### config.mk
export PLATFORM = sky130hd
export DESIGN_NAME = uart_fifo_core
export DESIGN_NICKNAME = d
export VERILOG_FILES = /design/src/rtl/uart_fifo_core.sv
export SDC_FILE = /design/constraint.sdc
export NUM_CORES = 1
export LEC_CHECK = 0
export CAP_MARGIN = 20
export CORE_ASPECT_RATIO = 1.1
export CORE_MARGIN = 2
export CORE_UTILIZATION = 29
export CTS_BUF_LIST = sky130_fd_sc_hd__clkbuf_8 sky130_fd_sc_hd__clkbuf_16
export DETAILED_ROUTE_END_ITERATION = 10
export HOLD_SLACK_MARGIN = 0.06
export PLACE_DENSITY = 0.47
export RECOVER_POWER = 50
export SLEW_MARGIN = 15
export SYNTH_ARGS = -nofsm -noshare
export SYNTH_HDL_FRONTEND = slang
export SYNTH_SLANG_ARGS = --single-unit
### constraint.sdc
create_clock -name clk -period 2.5 [get_ports clk]
set_input_delay 0.5 -clock clk [delete_from_list [all_inputs] [get_ports clk]]
set_output_delay 0.5 -clock clk [all_outputs]
set_load 0.03 [all_outputs]
### src/rtl/uart_fifo_core.sv
// uart_fifo_core: buffered 8N1 UART. A TX FIFO feeds a serializer, and a
// deserializer feeds an RX FIFO with a show-ahead read port.
//
// Ports:
//   clk, rst         single clock, async active-high reset
//   tx_byte/transmit push one byte per asserted cycle into the TX FIFO
//   tx_fifo_full/tx_fifo_empty, is_transmitting, busy   TX status
//   tx               serial output, idles high
//   rx               serial input, asynchronous to clk
//   rx_fifo_pop      pop strobe; rx_byte is the head of the RX FIFO
//   rx_fifo_empty, irq (= RX FIFO non-empty)
//
// Both serial FSMs use the same states:
//   state | meaning
//   IDLE  | TX: waiting for a queued byte / RX: waiting for a low level
//   START | start bit (RX: half-bit wait then glitch re-check)
//   DATA  | 8 data bits, LSB first
//   STOP  | stop bit (RX: sample it, push byte if it is high)

module uart_fifo_buf #(
  parameter int DEPTH = 8,
  parameter int WIDTH = 8
) (
  input  logic             clk,
  input  logic             rst,
  input  logic             push,
  input  logic [WIDTH-1:0] wdata,
  input  logic             pop,
  output logic [WIDTH-1:0] rdata,
  output logic             full,
  output logic             empty
);
  localparam int AW = $clog2(DEPTH);

  logic [WIDTH-1:0] mem [DEPTH];
  logic [AW-1:0]    wptr, rptr;
  logic [AW:0]      count;
  logic             push_ok, pop_ok;

  assign full    = (count == (AW+1)'(DEPTH));
  assign empty   = (count == '0);
  // A push into a full FIFO is refused even if a pop happens alongside it.
  assign push_ok = push & ~full;
  assign pop_ok  = pop & ~empty;
  // Head is forced to zero when empty so the read port never shows stale data.
  assign rdata   = empty ? '0 : mem[rptr];

  always_ff @(posedge clk or posedge rst) begin
    if (rst) begin
      wptr  <= '0;
      rptr  <= '0;
      count <= '0;
    end else begin
      if (push_ok) wptr <= wptr + AW'(1);
      if (pop_ok)  rptr <= rptr + AW'(1);
      case ({push_ok, pop_ok})
        2'b10:   count <= count + (AW+1)'(1);
        2'b01:   count <= count - (AW+1)'(1);
        default: count <= count;
      endcase
    end
  end

  always_ff @(posedge clk) begin
    if (push_ok) mem[wptr] <= wdata;
  end
endmodule

module uart_fifo_core #(
  parameter int CLKS_PER_BIT = 434,
  parameter int FIFO_DEPTH   = 8
) (
  input  logic       clk,
  input  logic       rst,
  input  logic [7:0] tx_byte,
  input  logic       transmit,
  output logic       tx_fifo_full,
  output logic       tx_fifo_empty,
  output logic       is_transmitting,
  output logic       busy,
  output logic       tx,
  input  logic       rx,
  input  logic       rx_fifo_pop,
  output logic [7:0] rx_byte,
  output logic       rx_fifo_empty,
  output logic       irq
);
  localparam int CW = $clog2(CLKS_PER_BIT);
  localparam logic [CW-1:0] BIT_LAST  = CW'(CLKS_PER_BIT - 1);
  localparam logic [CW-1:0] HALF_LAST = CW'(CLKS_PER_BIT / 2 - 1);

  typedef enum logic [1:0] {ST_IDLE, ST_START, ST_DATA, ST_STOP} uart_state_t;

  logic [7:0] tx_head;
  logic       tx_pop, rx_push;

  uart_fifo_buf #(.DEPTH(FIFO_DEPTH), .WIDTH(8)) u_tx_fifo (
    .clk(clk), .rst(rst), .push(transmit), .wdata(tx_byte), .pop(tx_pop),
    .rdata(tx_head), .full(tx_fifo_full), .empty(tx_fifo_empty)
  );

  // ---------------- TX serializer ----------------
  uart_state_t   tx_state, tx_state_next;
  logic [CW-1:0] tx_cnt, tx_cnt_next;
  logic [7:0]    tx_shreg, tx_shreg_next;
  logic [2:0]    tx_bit, tx_bit_next;
  logic          tx_next;

  always_ff @(posedge clk or posedge rst) begin
    if (rst) begin
      tx_state <= ST_IDLE;
      tx_cnt   <= '0;
      tx_shreg <= '0;
      tx_bit   <= '0;
      tx       <= 1'b1;
    end else begin
      tx_state <= tx_state_next;
      tx_cnt   <= tx_cnt_next;
      tx_shreg <= tx_shreg_next;
      tx_bit   <= tx_bit_next;
      tx       <= tx_next;
    end
  end

  always_comb begin
    tx_state_next = tx_state;
    tx_cnt_next   = tx_cnt;
    tx_shreg_next = tx_shreg;
    tx_bit_next   = tx_bit;
    tx_next       = tx;
    tx_pop        = 1'b0;
    case (tx_state)
      ST_IDLE: begin
        if (!tx_fifo_empty) begin
          tx_pop        = 1'b1;
          tx_shreg_next = tx_head;
          tx_next       = 1'b0;
          tx_cnt_next   = BIT_LAST;
          tx_state_next = ST_START;
        end
      end
      ST_START: begin
        if (tx_cnt == '0) begin
          tx_next       = tx_shreg[0];
          tx_cnt_next   = BIT_LAST;
          tx_bit_next   = 3'd0;
          tx_state_next = ST_DATA;
        end else begin
          tx_cnt_next = tx_cnt - CW'(1);
        end
      end
      ST_DATA: begin
        if (tx_cnt == '0) begin
          tx_cnt_next = BIT_LAST;
          if (tx_bit == 3'd7) begin
            tx_next       = 1'b1;
            tx_state_next = ST_STOP;
          end else begin
            // tx_shreg[0] is the bit on the line; the next one is bit 1.
            tx_next       = tx_shreg[1];
            tx_shreg_next = {1'b0, tx_shreg[7:1]};
            tx_bit_next   = tx_bit + 3'd1;
          end
        end else begin
          tx_cnt_next = tx_cnt - CW'(1);
        end
      end
      ST_STOP: begin
        if (tx_cnt == '0) tx_state_next = ST_IDLE;
        else              tx_cnt_next   = tx_cnt - CW'(1);
      end
      default: tx_state_next = ST_IDLE;
    endcase
  end

  assign is_transmitting = (tx_state != ST_IDLE);
  assign busy            = is_transmitting | ~tx_fifo_empty;

  // ---------------- RX deserializer ----------------
  uart_state_t   rx_state, rx_state_next;
  logic [CW-1:0] rx_cnt, rx_cnt_next;
  logic [7:0]    rx_shreg, rx_shreg_next;
  logic [2:0]    rx_bit, rx_bit_next;
  logic          rx_meta, rx_sync;

  always_ff @(posedge clk or posedge rst) begin
    if (rst) begin
      rx_meta  <= 1'b1;
      rx_sync  <= 1'b1;
      rx_state <= ST_IDLE;
      rx_cnt   <= '0;
      rx_shreg <= '0;
      rx_bit   <= '0;
    end else begin
      rx_meta  <= rx;
      rx_sync  <= rx_meta;
      rx_state <= rx_state_next;
      rx_cnt   <= rx_cnt_next;
      rx_shreg <= rx_shreg_next;
      rx_bit   <= rx_bit_next;
    end
  end

  always_comb begin
    rx_state_next = rx_state;
    rx_cnt_next   = rx_cnt;
    rx_shreg_next = rx_shreg;
    rx_bit_next   = rx_bit;
    rx_push       = 1'b0;
    case (rx_state)
      ST_IDLE: begin
        if (!rx_sync) begin
          rx_cnt_next   = HALF_LAST;
          rx_state_next = ST_START;
        end
      end
      ST_START: begin
        // Half a bit in: still low means a real start bit, and every later
        // sample lands mid-bit.
        if (rx_cnt == '0) begin
          if (rx_sync) begin
            rx_state_next = ST_IDLE;
          end else begin
            rx_cnt_next   = BIT_LAST;
            rx_bit_next   = 3'd0;
            rx_state_next = ST_DATA;
          end
        end else begin
          rx_cnt_next = rx_cnt - CW'(1);
        end
      end
      ST_DATA: begin
        if (rx_cnt == '0) begin
          rx_shreg_next = {rx_sync, rx_shreg[7:1]};
          rx_cnt_next   = BIT_LAST;
          if (rx_bit == 3'd7) rx_state_next = ST_STOP;
          else                rx_bit_next   = rx_bit + 3'd1;
        end else begin
          rx_cnt_next = rx_cnt - CW'(1);
        end
      end
      ST_STOP: begin
        if (rx_cnt == '0) begin
          rx_push       = rx_sync;
          rx_state_next = ST_IDLE;
        end else begin
          rx_cnt_next = rx_cnt - CW'(1);
        end
      end
      default: rx_state_next = ST_IDLE;
    endcase
  end

  logic rx_fifo_full_unused;

  uart_fifo_buf #(.DEPTH(FIFO_DEPTH), .WIDTH(8)) u_rx_fifo (
    .clk(clk), .rst(rst), .push(rx_push), .wdata(rx_shreg), .pop(rx_fifo_pop),
    .rdata(rx_byte), .full(rx_fifo_full_unused), .empty(rx_fifo_empty)
  );

  assign irq = ~rx_fifo_empty;
endmodule

==> summary.md, run 1 <==
| Metric | Value |
|---|---|
| Clock Latency Late Sink | 440 ps |
| VDD IR-drop max | ~0.40 mV |
| Initial antenna violation count | 0 |
| Hold WC Path Type | reg -> reg |
| Asr flop ratio synth | 34.4% |
| Routed WL | 17300 microns |
| Die height | around 190 microns |
| Max_cap viols | 0 |
| Synth Area in Simple Gates | 8.82% |
| Library cells used by synthesis | 71 |
| Multiplexer share of the synthesized area | 12.7% |
| Final Max Tran Viols | 0 |
| DP HPWL | 11800 microns |
| Initial Utilization | 29.6% |
| Run status | complete, no violations |
| Synth Area in Adders | under 10% |
| Endpoints failing hold | 0 |
| Ant diodes | 0 |
| Area Overhead vs Synth | 18.5% |
| GRT Overall Usage | 11.6% |
| Unrepaired setup endpoints after global routing | yes |
| Post-Synthesis Cells | 596 |
| Tightest Pin Transition | between 700 and 800 ps |
| Largest cells by area after synthesis | edfxtp_1, dfrtp_1, mux4_2 |
| Post-synth EDFFs | 128 |
| Setup CP Type | reg -> out |
| I/O Pins | 28 |
| PD cells | 774 nW/um^2 |
| Leak | between 3 and 4 nW |
| Wl on met1 | 7660 microns |
| TritonCTS clock tree | yes |
| Clock slew at reported path FFs | roughly 80 ps |
| Max stage delay cell, worst path | mux4_2 |
| First-pass DRT Iterations | 4 |
| Grt total ovfl | 0 |
| Port Buffers | 27 |
| Required @ worst endpoint | 2000 ps |
| Setup crit end kind | output pin |
| Antenna-violating nets left | 0 |
| Cell Chain, Critical Path | buf_12 > mux4_2 > mux2i_1 > nor2_1 > buf_4 |
| Filler cells | 2814 |
| Critical Path Fanout Max | 18 |
| Routed len/inst | 16.4 microns |
| Synth area leader | edfxtp_1 |
| # setup viols final | 0 |
| Row cnt | 66 |
| Startpoint types | register |
| DRC | 0 |
| Root Buffer | clkbuf_16 |
| Mean post-synth cell area | between 10 and 15 sq um |
| Die Wd | between 150 and 200 microns |
| Placed cell area | 9760 sq um |
| Vias in the first global route | 5328 |
| Drt via density | 4.71 |
| First-pass GRT wire length | 28600 microns |
| DRT iter0 DRCs | between 300 and 400 |
| Wire length on met3 | 373 microns |
| Final instance area | about 10000 sq um |
| CTS Sinks | slightly below 200 |
| Fin crit share | 97.0% |
| Synth Area in Compound Gates | 7.00% |
| Main combinational cell family by area after synthesis | multiplexers |
| Via count | 4966 |
| Final worst path period need | 2430 ps |
| Worst Path Arrival | 1930 ps |
| Top FF cell, synth | edfxtp_1 |
| Sequential area share after synthesis | 62.9% |
| Longest Clk Path Bufs | 2 |
| Total CTS buffers | 17 |
| Largest net degree at the start of global routing | 54 |
| Top cell type's share of synthesized area | 43.8% |
| Syn Nets | 639 |
| FMAX | just over 400 MHz |
| CTS H-tree lvls | 4 |
| Synthesis-stage register bit count | 195 |
| Share of layout cells above drive strength 1 | 24.7% |
| NumNets Final | 711 |
| Max Used Layer | met4 |
| Post-Route Skew | 22.4 ps |
| Routability cong. | 0.763 |
| Headroom to the max-slew limit | 47.2% |
| Xor/xnor share of the synthesized area | 1.50% |
| Setup_tns | 0 ps |
| YS warnings | 0 |
| Core ar. | 29600 sq um |
| DR WL met2 | 9140 microns |
| Die area | 31700 sq um |
| Max stage delay on crit path | 530 ps |
| Netlist Area Pre-Place | 8780 sq um |
cells in the mapped netlist, types with 5 or more instances:
cell type,number
a21o_1,6
a21oi_1,18
buf_1,5
buf_2,5
clkbuf_1,5
dfrtp_1,64
edfxtp_1,128
ha_1,29
inv_1,24
mux2_2,19
mux2i_1,18
mux4_2,32
nand2_1,46
nand2b_1,12
nor2_1,42
nor3_1,13
o21ai_0,25
or3_1,5
xnor2_1,6
xor2_1,9
cell usage in the layout, fill, tap and decap left out, drive strengths merged, types with 5 or more instances in the layout:
cell           n
a21o           8
a21oi         19
buf           56
clkbuf        18
clkinv         5
dfrtp         64
dlygate4sd2    5
dlygate4sd3   10
edfxtp       128
ha            29
inv           35
mux2          19
mux2i         18
mux4          32
nand2         46
nand2b        12
nor2          42
nor3          15
nor4           5
o21ai         28
or3            6
xnor2          6
xor2           9
metrics by stage:
stage	util, %	cells	hold WS (ps)	power [mW]	setup WS [ps]
after detailed placement	32.9	1020	347	5.35	-58.7
after global placement	32.9	1020	349	5.31	-80.7
after CTS	35.0	1052	355	8.18	12.2
after floorplan	-	596	345	4.82	14.5
final	35.1	1055	346	8.05	73.9
after global routing	35.1	1055	369	8.45	-67.5
where the power goes:
part	switching (mW)	leakage, nW	internal, mW	total, mW
Combinational	0.713	1.62	0.621	1.33
Sequential	0.202	1.85	3.70	3.91
Clock	1.42	0.298	1.39	2.80
Total	2.33	3.77	5.71	8.05
kinds of logic (layout without fill, tap and decap cells):
group                      count (synthesis)  in the layout
xor gates and xnor gates                  15             15
buffers and inverters                     49            134
DFF                                      195            195
muxes                                     69             69
AOI/OAI and AO/OA                         93             93
adders and majority gates                 30             30
and+or+nand+nor                          145            145
path summary, 6_finish.rpt:
check | start | endpoint | slack [ps] | cells past startpoint
min | rx_meta$_DFF_PP1_ | rx_sync$_DFF_PP1_ | 350 | 0
min in group asynchronous | rst | rx_cnt[6]$_DFFE_PP0P_ | 580 | 2
max | u_rx_fifo.rptr[0]$_DFFE_PP0P_ | rx_byte[5] | 70 | 5
max in group asynchronous | rst | tx_shreg[2]$_DFFE_PP0P_ | 640 | 3
min reg2reg | rx_meta$_DFF_PP1_ | rx_sync$_DFF_PP1_ | 350 | 0
max reg2reg | rx_cnt[1]$_DFFE_PP0P_ | u_rx_fifo.count[2]$_DFFE_PP0P_ | 110 | 13
flip-flops by register name, summed over array words and instances, names as in the netlist, 4 cells and up, named ones only:
register,count
rx_cnt,9
tx_cnt,9
u_tx_fifo.mem,64
u_tx_fifo.count,4
rx_shreg,8
tx_shreg,8
u_rx_fifo.mem,64
u_rx_fifo.count,4
critical path: cells and delay by family (launching register included):
kind,cells,cell delay [ps]
multiplexers,2,690
AND/OR/NAND/NOR,1,60
buffers and inverters,2,350
flip-flops,1,370
metal layers:
metal  up-vias  global-route usage (%)
met4         0                    3.75
met3         5                    2.04
li1       2381                       -
met2        58                    20.8
met1      2522                    14.0
met5         -                       0
area by class of cell:
class                      instances  area (sq um)  share of cell area [%]
clock inverter                    15           195                    1.88
timing repair buffer              76           639                    6.15
inverter                          26          97.6                   0.939
tap                              374           468                    4.50
sequential                       195          5520                    53.1
clock buffer                      17           425                    4.09
multi-input combinational        352          3050                    29.3
what timing repair did:
| item | in CTS | in global routing |
|---|---|---|
| setup endpoints to repair | 5 | 12 |
| resized for setup | 5 | 7 |
| hold buffers | 0 | 0 |
| setup buffers | 0 | 3 |
| gates cloned | 0 | 0 |
| pin swaps | 0 | 4 |
No activity file was read; power rests on OpenSTA's default activity.
==> run 2: changes to the inputs <==
--- a/config.mk
+++ b/config.mk
@@ -7,14 +7,12 @@
 export LEC_CHECK = 0
 export CAP_MARGIN = 20
 export CORE_ASPECT_RATIO = 1.1
-export CORE_MARGIN = 2
 export CORE_UTILIZATION = 29
 export CTS_BUF_LIST = sky130_fd_sc_hd__clkbuf_8 sky130_fd_sc_hd__clkbuf_16
 export DETAILED_ROUTE_END_ITERATION = 10
 export HOLD_SLACK_MARGIN = 0.06
 export PLACE_DENSITY = 0.47
 export RECOVER_POWER = 50
-export SLEW_MARGIN = 15
 export SYNTH_ARGS = -nofsm -noshare
 export SYNTH_HDL_FRONTEND = slang
 export SYNTH_SLANG_ARGS = --single-unit
==> summary.md, run 2 (synthesis results as in run 1) <==
| Metric | Value |
|---|---|
| Share of layout cells above drive strength 1 | 25.9% (+1.3 points) |
| Die height | 184 microns (-1.1%) |
| Initial antenna violation count | 1 (+1) |
| I/O Pins | 28 (unchanged) |
| Vias in the first global route | 5285 (-0.81%) |
| Post-Route Skew | 16.7 ps (-5.67 ps) |
| GRT Overall Usage | 12.0% (+0.43 points) |
| Grt total ovfl | 0 (unchanged) |
| Critical Path Fanout Max | 10 (-8) |
| Drt via density | 4.77 (+1.4%) |
| Row cnt | 66 (unchanged) |
| Headroom to the max-slew limit | 37.2% (-10 points) |
| Core Util, Final | 35.3% (+0.26 points) |
| DP HPWL | 12100 microns (+2.7%) |
| Fin crit share | 96.8% (-0.28 points) |
| First-pass DRT Iterations | 4 (unchanged) |
| Core ar. | 29600 sq um (unchanged) |
| Worst Path Arrival | 1920 ps (about the same) |
| Max stage delay on crit path | 530 ps (about the same) |
| Net Switching | 2.49 mW (+7.0%) |
| # hold bufs at CTS | 0 (unchanged) |
| Required @ worst endpoint | 2000 ps (about the same) |
| Cell Chain, Critical Path | buf_12 > mux4_2 > mux2i_1 > nor2_1 > buf_4 |
| Die Wd | 168 microns (-1.2%) |
| Unrepaired setup endpoints after global routing | yes |
| Final Max Tran Viols | 0 (unchanged) |
| Total CTS buffers | 17 (unchanged) |
| TritonCTS clock tree | yes |
| Largest net degree at the start of global routing | 38 (-30%) |
| Area Overhead vs Synth | 19.3% |
| Largest regs | u_rx_fifo.mem x64, u_tx_fifo.mem x64 |
| Routability cong. | 0.750 (-1.7%) |
| Sequential share of power | 46.8% (-1.8 points) |
| Longest Clk Path Bufs | 2 (unchanged) |
| Placed Instances | 1022 (+0.20%) |
| Layout Cells excl Fill | 1060 (+0.47%) |
| Fin Hold WS | 358 ps (+12.7 ps) |
| Tightest Pin Transition | 942 ps (+150 ps) |
| FMAX | 413 MHz (+0.29%) |
| WP buf/inv | 2 (unchanged) |
| First-pass GRT wire length | 28500 microns (-0.34%) |
| Commonest non-fill, non-tap cell in the layout | edfxtp_1 |
| Setup_tns | 0 ps (unchanged) |
| Ant diodes | 0 (unchanged) |
| Run status | complete, no violations |
| Clock slew at reported path FFs | 80 ps (about the same) |
| Leak | 3.80 nW (+0.77%) |
| Max_cap viols | 0 (unchanged) |
| Most frequent cells in the layout | edfxtp_1, dfrtp_1, buf_4, nand2_1, nor2_1 |
| Clock power frac | 35.8% (+0.9 points) |
| NumNets Final | 716 (+0.70%) |
| # setup viols final | 0 (unchanged) |
| Hold WC Path Type | reg -> reg |
| Sw Share | 30.0% (+0.99 points) |
| Pint | 5.83 mW (+2.1%) |
| Routed len/inst | 16.4 microns (-0.28%) |
| Port Buffers | 27 (unchanged) |
| Antenna-violating nets left | 0 (unchanged) |
| CTS H-tree lvls | 4 (unchanged) |
| Setup crit end kind | output pin |
| Setup CP Type | reg -> out |
| Clock Latency Late Sink | 440 ps (about the same) |
| Total power | 8.33 mW (+3.5%) |
| VDD IR-drop max | 0.502 mV (+24%) |
| Via count | 5059 (+1.9%) |
| Max stage delay cell, worst path | mux4_2 |
| Routed WL | 17400 microns (+0.20%) |
| Die area | 31000 sq um (-2.2%) |
| Final worst path period need | 2420 ps (-6.90 ps) |
| Startpoint types | register |
| CTS Sinks | 195 (unchanged) |
| Endpoints failing hold | 0 (unchanged) |
| Top cell family by delay on the critical path | multiplexers |
| Root Buffer | clkbuf_16 |
| DRC | 0 (unchanged) |
| PD cells | 795 nW/um^2 (+2.7%) |
| Logic pwr share | 17.4% (+0.8 points) |
| DRT iter0 DRCs | 251 (-25%) |
| Initial Utilization | 29.6% (unchanged) |
## run 2: cell types whose count changed in the layout (fill, tap and decap cells not counted), moves of 2 or more
cell / change
buf_4: +4
clkbuf_2: +2
ha_1: -3
ha_2: +2
inv_12: +2
inv_16: +3
inv_8: -2
## run 2: final timing paths
check	slack, ps	end	cells past startpoint	startpoint
worst max register to register	90	u_rx_fifo.count[2]$_DFFE_PP0P_	13	rx_cnt[1]$_DFFE_PP0P_
worst min register to register	360	rx_sync$_DFF_PP1_	0	rx_meta$_DFF_PP1_
min in group asynchronous	600	tx_cnt[4]$_DFFE_PP0P_	2	rst
worst min-delay path	360	rx_sync$_DFF_PP1_	0	rx_meta$_DFF_PP1_
max in group asynchronous	540	u_tx_fifo.count[3]$_DFFE_PP0P_	3	rst
worst max-delay path	80	rx_byte[6]	5	u_rx_fifo.rptr[0]$_DFFE_PP0P_
## run 2: power by group through the flow
stage	clock (mW)	sequential, mW	combinational [mW]
after floorplan	0	3.91	0.905
after global placement	0	3.94	1.37
after detailed placement	0	3.96	1.42
after CTS	3.07	3.90	1.43
after global routing	3.18	3.93	1.61
final	2.98	3.89	1.45
## run 2: area by class of cell
class / instances / area, sq um
timing repair buffer: 81 / 656
clock inverter: 15 / 233
tap: 374 / 468
sequential: 195 / 5530
inverter: 26 / 97.6
clock buffer: 17 / 425
fill: 2811 / 19200
multi-input combinational: 352 / 3070
## run 2: metrics by stage
step                setup slack [ps]  area [sq um]
finish                          80.8         10500
floorplan                       14.5          8790
detailed placement              10.9          9750
global placement                63.1          9750
global route                   -76.9         10500
CTS                             3.94         10400
## run 2: repair_timing
item,4_1_cts,5_1_grt
gates resized for setup,11,14
setup buffers,0,6
pin swaps,0,6
endpoints found under the setup margin,13,13
## run 2: layer usage
layer | routed length (microns) | track usage (%) | vias to the layer above
met4 | 356 | 4.81 | 2
met3 | 379 | 2.23 | 31
met1 | 7610 | 14.5 | 2555
met2 | 9010 | 21.1 | 74
met5 | 9 | 0 | -
li1 | - | - | 2397
==> run 3: changes to the inputs <==
--- a/config.mk
+++ b/config.mk
@@ -10,6 +10,7 @@
 export CORE_UTILIZATION = 29
 export CTS_BUF_LIST = sky130_fd_sc_hd__clkbuf_8 sky130_fd_sc_hd__clkbuf_16
 export DETAILED_ROUTE_END_ITERATION = 10
+export GPL_TIMING_DRIVEN = 0
 export HOLD_SLACK_MARGIN = 0.06
 export PLACE_DENSITY = 0.47
 export RECOVER_POWER = 50
==> summary.md, run 3 (synthesis results as in run 1) <==
| Metric | Value |
|---|---|
| Run status | complete, no violations |
| Drt via density | 4.78 (+0.11%) |
| Total CTS buffers | 17 (unchanged) |
| Grt total ovfl | 0 (unchanged) |
| VDD IR-drop max | 0.393 mV (-22%) |
| Share of layout cells above drive strength 1 | 26.4% (+0.46 points) |
| DRC | 0 (unchanged) |
| I/O Pins | 28 (unchanged) |
| Routed len/inst | 16.5 microns (+0.92%) |
| Root Buffer | clkbuf_16 |
| TritonCTS clock tree | yes |
| Total power | 8.25 mW (-0.92%) |
| First-pass GRT wire length | 28200 microns (-0.78%) |
| Min-delay src | rx_meta$_DFF_PP1_ |
| Die area | 31000 sq um (unchanged) |
| Post-Route Skew | 20.9 ps (+4.20 ps) |
| Tightest Pin Transition | 1470 ps (+527 ps) |
| Reg-to-Reg Start | rx_cnt[0]$_DFFE_PP0P_ |
| DP HPWL | 11400 microns (-5.9%) |
| FMAX | 400 MHz (-3.1%) |
| DRT iter0 DRCs | 314 (+25%) |
| Initial Utilization | 29.6% (unchanged) |
| Routed WL | 17300 microns (-0.22%) |
| Initial antenna violation count | 0 (-1) |
| Largest net degree at the start of global routing | 68 (+79%) |
| NumNets Final | 704 (-1.7%) |
| First-pass DRT Iterations | 5 (+1) |
| Core ar. | 29600 sq um (unchanged) |
| Layout Cells excl Fill | 1048 (-1.1%) |
| Hold EP | rx_sync$_DFF_PP1_ |
| Fin crit share | 99.9% (+3.1 points) |
| Area Overhead vs Synth | 19.3% (unchanged) |
| # hold bufs at CTS | 0 (unchanged) |
| Longest Clk Path Bufs | 2 (unchanged) |
| Worst Path Arrival | 2000 ps (+80 ps) |
| Row cnt | 66 (unchanged) |
| Routability cong. | 0.821 (+9.5%) |
| Via count | 5007 (-1.0%) |
| Final worst path period need | 2500 ps (+77.7 ps) |
| Most frequent cells in the layout | edfxtp_1, dfrtp_1, nand2_1, nor2_1, mux4_2 |
| Die height | 184 microns (unchanged) |
| Max_cap viols | 0 (unchanged) |
| Leak | 3.73 nW (-2.0%) |
| Setup CP Type | reg -> out |
| Startpoint types | register |
| GRT Overall Usage | 12.1% (+0.057 points) |
| PD cells | 788 nW/um^2 (-0.92%) |
| Antenna-violating nets left | 0 (unchanged) |
| Unrepaired setup endpoints after global routing | yes |
| Vias in the first global route | 5107 (-3.4%) |
| # setup viols final | 0 (unchanged) |
| Core Util, Final | 35.3% (unchanged) |
| Endpoints failing hold | 0 (unchanged) |
| Largest regs | u_rx_fifo.mem x64, u_tx_fifo.mem x64 |
| Commonest non-fill, non-tap cell in the layout | edfxtp_1 |
| Port Buffers | 27 (unchanged) |
| Number of cells on the worst hold path | 0 (unchanged) |
| Clock Latency Late Sink | 450 ps (about the same) |
| Final Max Tran Viols | 0 (unchanged) |
| CTS H-tree lvls | 4 (unchanged) |
| Flop-to-flop setup slack | 30 ps (-60 ps) |
| Die Wd | 168 microns (unchanged) |
| Hold WC Path Type | reg -> reg |
| Placed Instances | 999 (-2.3%) |
| Ant diodes | 0 (unchanged) |
| Headroom to the max-slew limit | 2.08% (-35 points) |
| CTS Sinks | 195 (unchanged) |
| Reg2reg end | u_rx_fifo.count[2]$_DFFE_PP0P_ |
| Worst R2R Path Depth | 13 (unchanged) |
| Required @ worst endpoint | 2000 ps (about the same) |
| Clock slew at reported path FFs | 80 ps (about the same) |
| Setup crit end kind | output pin |
| Critical Path Fanout Max | 5 (-5) |
[run 3: how the worst max path moves through the flow]
stage / startpoint / end / slack [ps]
finish: u_rx_fifo.rptr[0]$_DFFE_PP0P_ / rx_byte[7] / 3
CTS: u_rx_fifo.rptr[0]$_DFFE_PP0P_ / rx_byte[7] / -40
detailed placement: u_rx_fifo.rptr[1]$_DFFE_PP0P_ / rx_byte[7] / -580
global placement: rst / rx_shreg[5]$_DFFE_PP0P_ / -1020
global route: rx_cnt[0]$_DFFE_PP0P_ / u_rx_fifo.count[2]$_DFFE_PP0P_ / -170
floorplan: u_rx_fifo.count[1]$_DFFE_PP0P_ / u_rx_fifo.count[2]$_DFFE_PP0P_ / 10
[run 3: cell type report]
| class | instances | area, sq um |
|---|---|---|
| Clock buffer | 17 | 425 |
| Sequential cell | 195 | 5530 |
| Timing Repair Buffer | 48 | 420 |
| Multi-Input combinational cell | 352 | 3140 |
| Fill cell | 2813 | 19200 |
| Clock inverter | 15 | 228 |
| Inverter | 26 | 105 |
| Tap cell | 374 | 468 |
| Buffer | 21 | 161 |
[run 3: worst max-delay path, stage by stage, from the launching register on]
cell     delay, ps
dfrtp_1        390
buf_8          140
buf_12         130
mux4_2         500
mux2i_1        180
nor2_1          60
buf_4          160
[run 3: what timing repair did]
item / in CTS / in global routing
buffers inserted: 10 / 8
cloned: 1 / 0
gates resized for setup: 86 / 26
pin swaps: 2 / 10
setup endpoints to repair: 78 / 75
[run 3: routing by layer]
metal,vias to the layer above,global-route usage [%],part of all wire (%),routed length [microns]
met5,-,0,0,0
met4,0,3.52,1.1,194
met3,20,2.77,2.9,504
met2,85,20.8,51,8860
met1,2530,15.0,45,7760
li1,2372,-,-,-
[run 3: metrics by stage]
step / hold WS [ps] / instance area [sq um] / setup WS, ps / TNS (ps)
6_report: 355 / 10500 / 3.11 / 0
5_1_grt: 363 / 10500 / -167 / -1620
4_1_cts: 359 / 10400 / -44.6 / -162
3_5_place_dp: 349 / 9550 / -583 / -23560
3_3_place_gp: 347 / 9530 / -1020 / -103570
2_1_floorplan: 345 / 8790 / 14.5 / 0
[run 3: where the power goes]
group          internal [mW]  switching [mW]  leakage, nW
clock                   1.43            1.50        0.312
combinational          0.666           0.730         1.56
sequential              3.71           0.221         1.85
total                   5.80            2.45         3.73
